**src/rtl/addsub_rr_arbiter.sv**
```systemverilog
// Two-requester round-robin front end for a shared signed add/subtract unit.
// Results sit in one output register with valid/ready back-pressure; per-requester sticky overflow.
module addsub_rr_arbiter #(
  parameter int WIDTH = 4
) (
  input  logic             clk,
  input  logic             rst,
  input  logic             req0_valid,
  input  logic [WIDTH-1:0] req0_a,
  input  logic [WIDTH-1:0] req0_b,
  input  logic             req0_mode,
  output logic             req0_ready,
  input  logic             req1_valid,
  input  logic [WIDTH-1:0] req1_a,
  input  logic [WIDTH-1:0] req1_b,
  input  logic             req1_mode,
  output logic             req1_ready,
  output logic             rsp_valid,
  output logic             rsp_id,
  output logic [WIDTH-1:0] rsp_sum,
  output logic             rsp_v,
  output logic             rsp_c,
  input  logic             rsp_ready,
  input  logic             ovf_clr,
  output logic [1:0]       ovf_sticky
);

  localparam int MSB = WIDTH - 1;

  typedef enum logic {
    ST_EMPTY = 1'b0,
    ST_FULL  = 1'b1
  } state_t;

  state_t           r_state;
  state_t           w_state_nxt;
  logic             r_last_grant;
  logic             r_id;
  logic [WIDTH-1:0] r_sum;
  logic             r_v;
  logic             r_c;
  logic [1:0]       r_sticky;

  logic             w_space;
  logic             w_gnt;
  logic             w_fire;
  logic [WIDTH-1:0] w_a;
  logic [WIDTH-1:0] w_b;
  logic             w_mode;
  logic [WIDTH+1:0] w_res;
  logic [1:0]       w_sticky_set;

  // Returns {V, C, sum}; operands are zero-extended so the extra bit is carry or borrow.
  function automatic logic [WIDTH+1:0] addsub_calc(
    input logic [WIDTH-1:0] a,
    input logic [WIDTH-1:0] b,
    input logic             mode
  );
    logic [WIDTH:0] ext;
    logic           ovf;
    if (mode) begin
      ext = {1'b0, a} - {1'b0, b};
      ovf = (a[MSB] != b[MSB]) && (ext[MSB] != a[MSB]);
    end else begin
      ext = {1'b0, a} + {1'b0, b};
      ovf = (a[MSB] == b[MSB]) && (ext[MSB] != a[MSB]);
    end
    return {ovf, ext};
  endfunction

  // Round-robin grant: on contention the requester not served last wins.
  always_comb begin
    w_gnt = 1'b0;
    if (req0_valid && req1_valid) begin
      w_gnt = ~r_last_grant;
    end else if (req1_valid) begin
      w_gnt = 1'b1;
    end else begin
      w_gnt = 1'b0;
    end
  end

  assign w_space    = (r_state == ST_EMPTY) || rsp_ready;
  assign w_fire     = w_space && (req0_valid || req1_valid);
  assign req0_ready = w_space && !w_gnt;
  assign req1_ready = w_space && w_gnt;

  assign w_a    = w_gnt ? req1_a    : req0_a;
  assign w_b    = w_gnt ? req1_b    : req0_b;
  assign w_mode = w_gnt ? req1_mode : req0_mode;
  assign w_res  = addsub_calc(w_a, w_b, w_mode);

  assign w_sticky_set = {w_fire && w_res[WIDTH+1] && w_gnt,
                         w_fire && w_res[WIDTH+1] && !w_gnt};

  // Output register occupancy: a handshake refills, a drain without refill empties.
  always_comb begin
    w_state_nxt = r_state;
    case (r_state)
      ST_EMPTY: begin
        if (w_fire) w_state_nxt = ST_FULL;
        else        w_state_nxt = ST_EMPTY;
      end
      ST_FULL: begin
        if (w_fire)         w_state_nxt = ST_FULL;
        else if (rsp_ready) w_state_nxt = ST_EMPTY;
        else                w_state_nxt = ST_FULL;
      end
      default: w_state_nxt = ST_EMPTY;
    endcase
  end

  // State, pointer and result registers.
  always_ff @(posedge clk or posedge rst) begin
    if (rst) begin
      r_state      <= ST_EMPTY;
      r_last_grant <= 1'b1;
      r_id         <= 1'b0;
      r_sum        <= '0;
      r_v          <= 1'b0;
      r_c          <= 1'b0;
    end else begin
      r_state <= w_state_nxt;
      if (w_fire) begin
        r_last_grant <= w_gnt;
        r_id         <= w_gnt;
        r_sum        <= w_res[MSB:0];
        r_c          <= w_res[WIDTH];
        r_v          <= w_res[WIDTH+1];
      end
    end
  end

  // Sticky overflow: a set on the same edge as a clear wins.
  always_ff @(posedge clk or posedge rst) begin
    if (rst) begin
      r_sticky <= 2'b00;
    end else begin
      r_sticky <= (ovf_clr ? 2'b00 : r_sticky) | w_sticky_set;
    end
  end

  assign rsp_valid  = (r_state == ST_FULL);
  assign rsp_id     = r_id;
  assign rsp_sum    = r_sum;
  assign rsp_v      = r_v;
  assign rsp_c      = r_c;
  assign ovf_sticky = r_sticky;

endmodule

```
**config.mk**
```make
export PLATFORM = sky130hd
export DESIGN_NAME = addsub_rr_arbiter
export DESIGN_NICKNAME = d
export VERILOG_FILES = /design/src/rtl/addsub_rr_arbiter.sv
export SDC_FILE = /design/constraint.sdc
export NUM_CORES = 1
export LEC_CHECK = 0
export ABC_CLOCK_PERIOD_IN_PS = 2000
export CORE_UTILIZATION = 38
export CTS_BUF_LIST = sky130_fd_sc_hd__clkbuf_8 sky130_fd_sc_hd__clkbuf_16
export DETAILED_ROUTE_END_ITERATION = 16
export HOLD_SLACK_MARGIN = 0.05
export PLACE_DENSITY_LB_ADDON = 0.1
export RECOVER_POWER = 100
export SLEW_MARGIN = 20
export SYNTH_ARGS = -nofsm -noshare
export SYNTH_HDL_FRONTEND = slang
export SYNTH_SLANG_ARGS = --single-unit
```
**constraint.sdc**
```tcl
create_clock -name clk -period 2 [get_ports clk]
set_input_delay 0.2 -clock clk [delete_from_list [all_inputs] [get_ports clk]]
set_output_delay 0.2 -clock clk [all_outputs]
set_load 0.005 [all_outputs]
```
## Yosys cells after proc, flatten, opt, wreduce, memory -nomap -nowiden

Cells that the tools add are included.

- Logic and storage cells: 40
- Output and inout port bits: 12
- Flip-flop bits (word level): 11
- Input port bits: 24

- Equal/unequal tests: 4
- Muxes and demuxes: 12
- Reduce and logical (&&, ||, !) cells: 12
- Bitwise gates (word level): 3
- $add $sub $neg: 2

Operators by type and width:

| cell | count |
|---|---|
| 1-bit logical AND | 9 |
| 4-bit two-way mux | 2 |
| 1-bit two-way mux | 7 |
| 4-bit by 4-bit adder with 5-bit output | 1 |
| 5-bit two-way mux | 1 |
| 4-bit by 4-bit subtractor with 5-bit output | 1 |
| 1-bit != test | 3 |
| 1-bit logical OR | 2 |
| 2-bit two-way mux | 1 |
| 1-bit inverter | 2 |
| 2-bit OR | 1 |
| 1-bit case mux with 2 select lines | 1 |
| 1-bit equality test | 1 |
| 1-bit logical NOT | 1 |

## Logic depth before layout (Yosys ltp)

- Depth after elaboration: 10
- Depth in mapped cells: 11
- Gate-level depth less buffers: 10

## Least setup slack after synthesis

OpenSTA, ideal clock, no wires.

- Kind: register to register
- From: register r_last_grant
- To: register r_c, in the netlist rsp_c
- Required time: 1863 ps
- Stages on the path, launching flop included: 11
- Setup time: 137 ps
- Clock period less this slack: 2214 ps
- Path buffers: 1
- Arrival: 2077 ps
- Path slack: -214 ps
- Cell sequence: dfstp_2 -> a21boi_2 -> buf_6 -> mux2_2 -> ha_1 -> fa_1 -> a21oi_1 -> nor2b_1 -> o21ai_0 -> o31a_1 -> o21ai_0

- Cells in the longest elaborated chain, start to end: 5
- Elaborated cells between the ends (all ways): 8
- Classes of those cells: 2 x add/sub; 5 x mux; 1 x bitwise

RTL lines:

| element | RTL line | RTL |
|---|---|---|
| from (decl) | 37 | `logic r_last_grant;` |
| from (signal assigned) | 125 | `r_last_grant <= w_gnt;` |
| 1-bit inverter * | 75 | `w_gnt = ~r_last_grant;` |
| 1-bit two-way mux * | 74 | `if (req0_valid && req1_valid) begin` |
| 4-bit two-way mux, on equally long branches | 88, 89 |  |
| 4-bit by 4-bit adder with 5-bit output / 4-bit by 4-bit subtractor with 5-bit output (equally long branches) | 65, 62 |  |
| 5-bit two-way mux * | 61 | `if (mode) begin` |
| to (signal assigned) | 128 | `r_c <= w_res[WIDTH];` |
| to (decl) | 41 | `logic r_c;` |

Mark *: on every way between the ends. The rest lies on a longest branch, timed or not.
A chain may end at the register's enable or synchronous reset.

## Worst setup path in the final report

- From: register r_last_grant
- To: register r_sum[3], in the netlist rsp_sum[3]

- Cells in the longest elaborated chain, start to end: 5
- Elaborated cells between the ends (all ways): 8
- Classes of those cells: 2 x add/sub; 5 x mux; 1 x bitwise

RTL lines:

| element | RTL line | RTL |
|---|---|---|
| 1-bit inverter * | 75 |  |
| 1-bit two-way mux * | 74 |  |
| 4-bit two-way mux, on equally long branches | 88, 89 |  |
| 4-bit by 4-bit adder with 5-bit output / 4-bit by 4-bit subtractor with 5-bit output (equally long branches) | 65, 62 |  |
| 5-bit two-way mux * | 61 |  |
| to (signal assigned) | 127 | `r_sum <= w_res[MSB:0];` |
| to (decl) | 39 | `logic [WIDTH-1:0] r_sum;` |

Marks and branches as above.

==> results.rst <==
.. list-table::
   :header-rows: 1

   * - Metric
     - Value
   * - Run status
     - finished with violations
   * - Violations in the final reports
     - negative setup slack
   * - Routability cong.
     - 0.843
   * - Startpoint kind of the worst setup timing path
     - flip-flop
   * - Largest delay contributor family on the critical path
     - multiplexers
   * - Number of cells on the worst hold path
     - 3
   * - Final design utilization
     - roughly 73%
   * - Cells after synthesis
     - 86
   * - Setup slack at placement
     - -741 ps
   * - DRC Markers
     - 0
   * - Critical path's slowest cell
     - sky130_fd_sc_hd__dfstp_2
   * - Area leader, netlist
     - sky130_fd_sc_hd__dfrtp_1
   * - Max rail drop VDD
     - roughly 0.59 mV
   * - Data arrival time of the critical path
     - around 2400 ps
   * - Switching power summed over all nets
     - just over 300 uW
   * - Total number of vias
     - ~800
   * - Total Wirelength
     - about 2200 um
   * - Clock Pin Slew Worst Setup and Hold Paths
     - approximately 50 ps
   * - Synth top cells by count
     - 10 x sky130_fd_sc_hd__dfrtp_1, 10 x sky130_fd_sc_hd__inv_1, 10 x sky130_fd_sc_hd__mux2_2, 8 x sky130_fd_sc_hd__ha_1, 8 x sky130_fd_sc_hd__nand2_1
   * - Global-route wire length before repair
     - 3640 um
   * - Portion of total power attributed to combinational logic
     - between 40% and 50%
   * - Worst Tran Pin Value
     - approximately 420 ps
   * - Post-synthesis sequential element count
     - 11
   * - Hold buffers post-CTS
     - 0
   * - GR Util All Layers
     - between 10% and 20%
   * - Highest net fanout along the worst path
     - 8
   * - Final critical delay including setup and external delays
     - ~2300 ps
   * - Switching Fraction
     - a little under a third
   * - Vertical extent of the die
     - between 40 and 50 um
   * - Ordered list of cells on the worst path
     - a21boi_4, buf_12, mux2_4, ha_4, o21bai_4, a21oi_2, mux2i_1, xnor2_1, mux2_2
   * - Required arrival time at the worst endpoint
     - around 2100 ps
   * - Total number of nets in the final design
     - 170
   * - Fraction of layout cells with a size suffix above 1
     - between 30 and 40%
   * - Pre-antenna DRT Iters
     - 4
   * - Die outline area
     - 2460 um^2
   * - Clock tree root buffer cell
     - sky130_fd_sc_hd__clkbuf_8
   * - Final number of max-transition violations
     - 0
   * - Unrepaired setup endpoints after global routing
     - true
   * - Number of diodes
     - 0
   * - Number of placed instances with taps included
     - 158
   * - Per-cell routed wire length
     - ~13 um
   * - Complex-gate fraction of the synthesized area
     - ~13%
   * - Routed Antenna Nets
     - 0
   * - Clock skew
     - about 2.5 ps
   * - Fill count
     - 173
   * - Non-Filler Instances
     - about 160
   * - Number of max-capacitance violations reported
     - 0
   * - Share of total power in sequential cells
     - 29.8%
   * - Achievable frequency
     - about 440 MHz
   * - Number of cells on the critical path
     - 9
   * - Fraction of registers with async set or reset after synthesis
     - 100%
   * - Final design area excluding fillers
     - around 1500 um^2
   * - Deepest clock path buffer count
     - 2
   * - Slew margin rel.
     - between 70 and 80%
   * - Kind of end point of the critical path
     - flip-flop
   * - Starting density of the core
     - 42.1%
   * - Crit Path Class
     - flip-flop to flip-flop
   * - Least setup slack across all paths after layout
     - -274 ps
   * - Mean Syn Cell Area
     - about 10 um^2
   * - Latest clock arrival within the worst-skew pair
     - ~240 ps
   * - Number of synthesized flops with an enable pin
     - 0
   * - Cell area after technology mapping
     - 860 um^2
   * - Nets in the synthesized netlist
     - 120
   * - Largest family of logic cells by synthesized area
     - multiplexers
   * - Post-synthesis share of cell area spent on and, or, nand and nor gates
     - ~9%
   * - Internal power
     - approximately 710 uW
   * - Number of I/O port buffers
     - 35
   * - Critical path buffers and inverters
     - 1
   * - Area growth from synthesis to final layout
     - 73.5%
   * - Area of the core
     - slightly above 2000 um^2
   * - Via count of the first global-routing pass
     - approximately 850
   * - Mux share of post-synthesis cell area
     - slightly below 20%
   * - Synth top area share
     - between 20% and 30%
   * - Maximum number of pins on one net before global-route repair
     - 13
   * - Number of levels the H-tree was split into
     - 1
   * - Yosys warns
     - 0
   * - Overflow left after global routing
     - 0
   * - Critical Path Max Stage Delay
     - ~550 ps
   * - Instance area after placement
     - 1360 um^2
   * - Synth Area in Adders
     - between 10% and 20%
   * - Clk sinks
     - 11
   * - Number of DRC violations after detailed-routing iteration 0
     - 8
   * - Number of setup violations in the final report
     - 7
   * - Length in cells of the worst reg-to-reg path
     - 9
   * - Xor/xnor share of the synthesized area
     - about 4.1%
   * - Hold Fails Final Rpt
     - 0
   * - Number of antenna violations at the first check in global routing
     - 0
   * - Power share of the clock group
     - 21.4%
   * - Most used DFF post-synth
     - sky130_fd_sc_hd__dfrtp_1
   * - LEAKAGE
     - 0.671 nW
   * - Width of the die
     - between 40 and 50 um
   * - Number of cell rows
     - 16
   * - Final cycle utilization of the critical path
     - 114%
   * - Cell Pwr Density
     - just under 700 nW/um^2
   * - Class of the tightest hold or removal check
     - input port to flip-flop
   * - Final-layout setup total negative slack
     - -1480 ps
   * - Top post-synthesis cells by area
     - sky130_fd_sc_hd__dfrtp_1 29%, sky130_fd_sc_hd__mux2_2 13%, sky130_fd_sc_hd__ha_1 12%
   * - I/O pin count
     - 36
   * - Routed vias/inst
     - between 4 and 5
   * - TritonCTS clock tree
     - built
   * - TritonCTS buffer count
     - 3
   * - Synth unique cells
     - 26
   * - Proportion of synthesized chip area in sequential cells
     - 32.2%
   * - Detailed-placement wirelength estimate
     - roughly 1600 um
-- layout make-up --
cell class	count	area, um^2	share of cell area, %
inverter	10	37.5	2.52
clock inverter	1	3.75	0.252
timing repair buffer	47	450	30.2
clock buffer	3	41.3	2.77
sequential	11	277	18.5
multi-input combinational	63	648	43.5
tap	27	33.8	2.27
-- worst min-delay path: stages --
cell and delay [ps]:
sky130_fd_sc_hd__dlygate4sd2_1 260, sky130_fd_sc_hd__nor2_1 60, sky130_fd_sc_hd__nand2_1 60
-- cell families (layout without fill, tap and decap cells) --
logic type      after synthesis  after routing
buf+inv                      12             61
flops                        11             11
xor+xnor                      4              4
fa+ha+maj                    10             10
mux                          14             14
simple gates                 18             18
compound gates               17             17
-- flip-flops by register name, indices dropped and copies added (netlist names) --
register	flops
rsp_sum	4
rsp_id	1
ovf_sticky	2
r_last_grant	1
rsp_v	1
rsp_c	1
rsp_valid	1
-- power groups by stage --
stage               registers, mW  clock network (mW)  logic, mW
floorplan                   0.312                   0      0.216
global placement            0.308                   0      0.449
detailed placement          0.310                   0      0.458
CTS                         0.308               0.225      0.507
global route                0.312               0.236      0.544
finish                      0.305               0.218      0.498
-- final timing paths --
path                               from      endpoint  slack, ps
min in group asynchronous           rst     rsp_valid        390
max in group asynchronous           rst  r_last_grant       1290
max reg2reg                r_last_grant    rsp_sum[3]       -270
max                        r_last_grant    rsp_sum[3]       -270
min                          req1_valid     rsp_valid        380
min reg2reg                       rsp_v         rsp_v        470
-- layer usage --
layer | GRT usage (%) | vias to the layer above | wire length (um)
li1 | - | 385 | -
met1 | 22.4 | 389 | 852
met2 | 35.6 | 25 | 1180
met3 | 5.56 | 2 | 130
met4 | 4.29 | 0 | 17
met5 | 0 | - | 0
-- placed cells by master, fill, tap and decap left out, types with 4 or more instances in the layout --
| master | instances |
|---|---|
| sky130_fd_sc_hd__buf_4 | 11 |
| sky130_fd_sc_hd__clkdlybuf4s50_1 | 20 |
| sky130_fd_sc_hd__dfrtp_1 | 10 |
| sky130_fd_sc_hd__dlygate4sd3_1 | 12 |
| sky130_fd_sc_hd__ha_4 | 4 |
| sky130_fd_sc_hd__inv_1 | 10 |
| sky130_fd_sc_hd__mux2_2 | 7 |
| sky130_fd_sc_hd__nand2_1 | 8 |
| sky130_fd_sc_hd__nor2_1 | 6 |
-- through the flow --
stage	total power [mW]	hold WS, ps
final	1.02	378
after global routing	1.09	404
after detailed placement	0.767	472
after CTS	1.04	263
after global placement	0.757	463
after floorplan	0.527	51.7
-- what timing repair did --
action	in CTS	in global routing
pin swaps	9	7
setup endpoints to repair	7	8
buffers inserted	1	1
resized for setup	18	4
(Power assumes the default switching activity.)
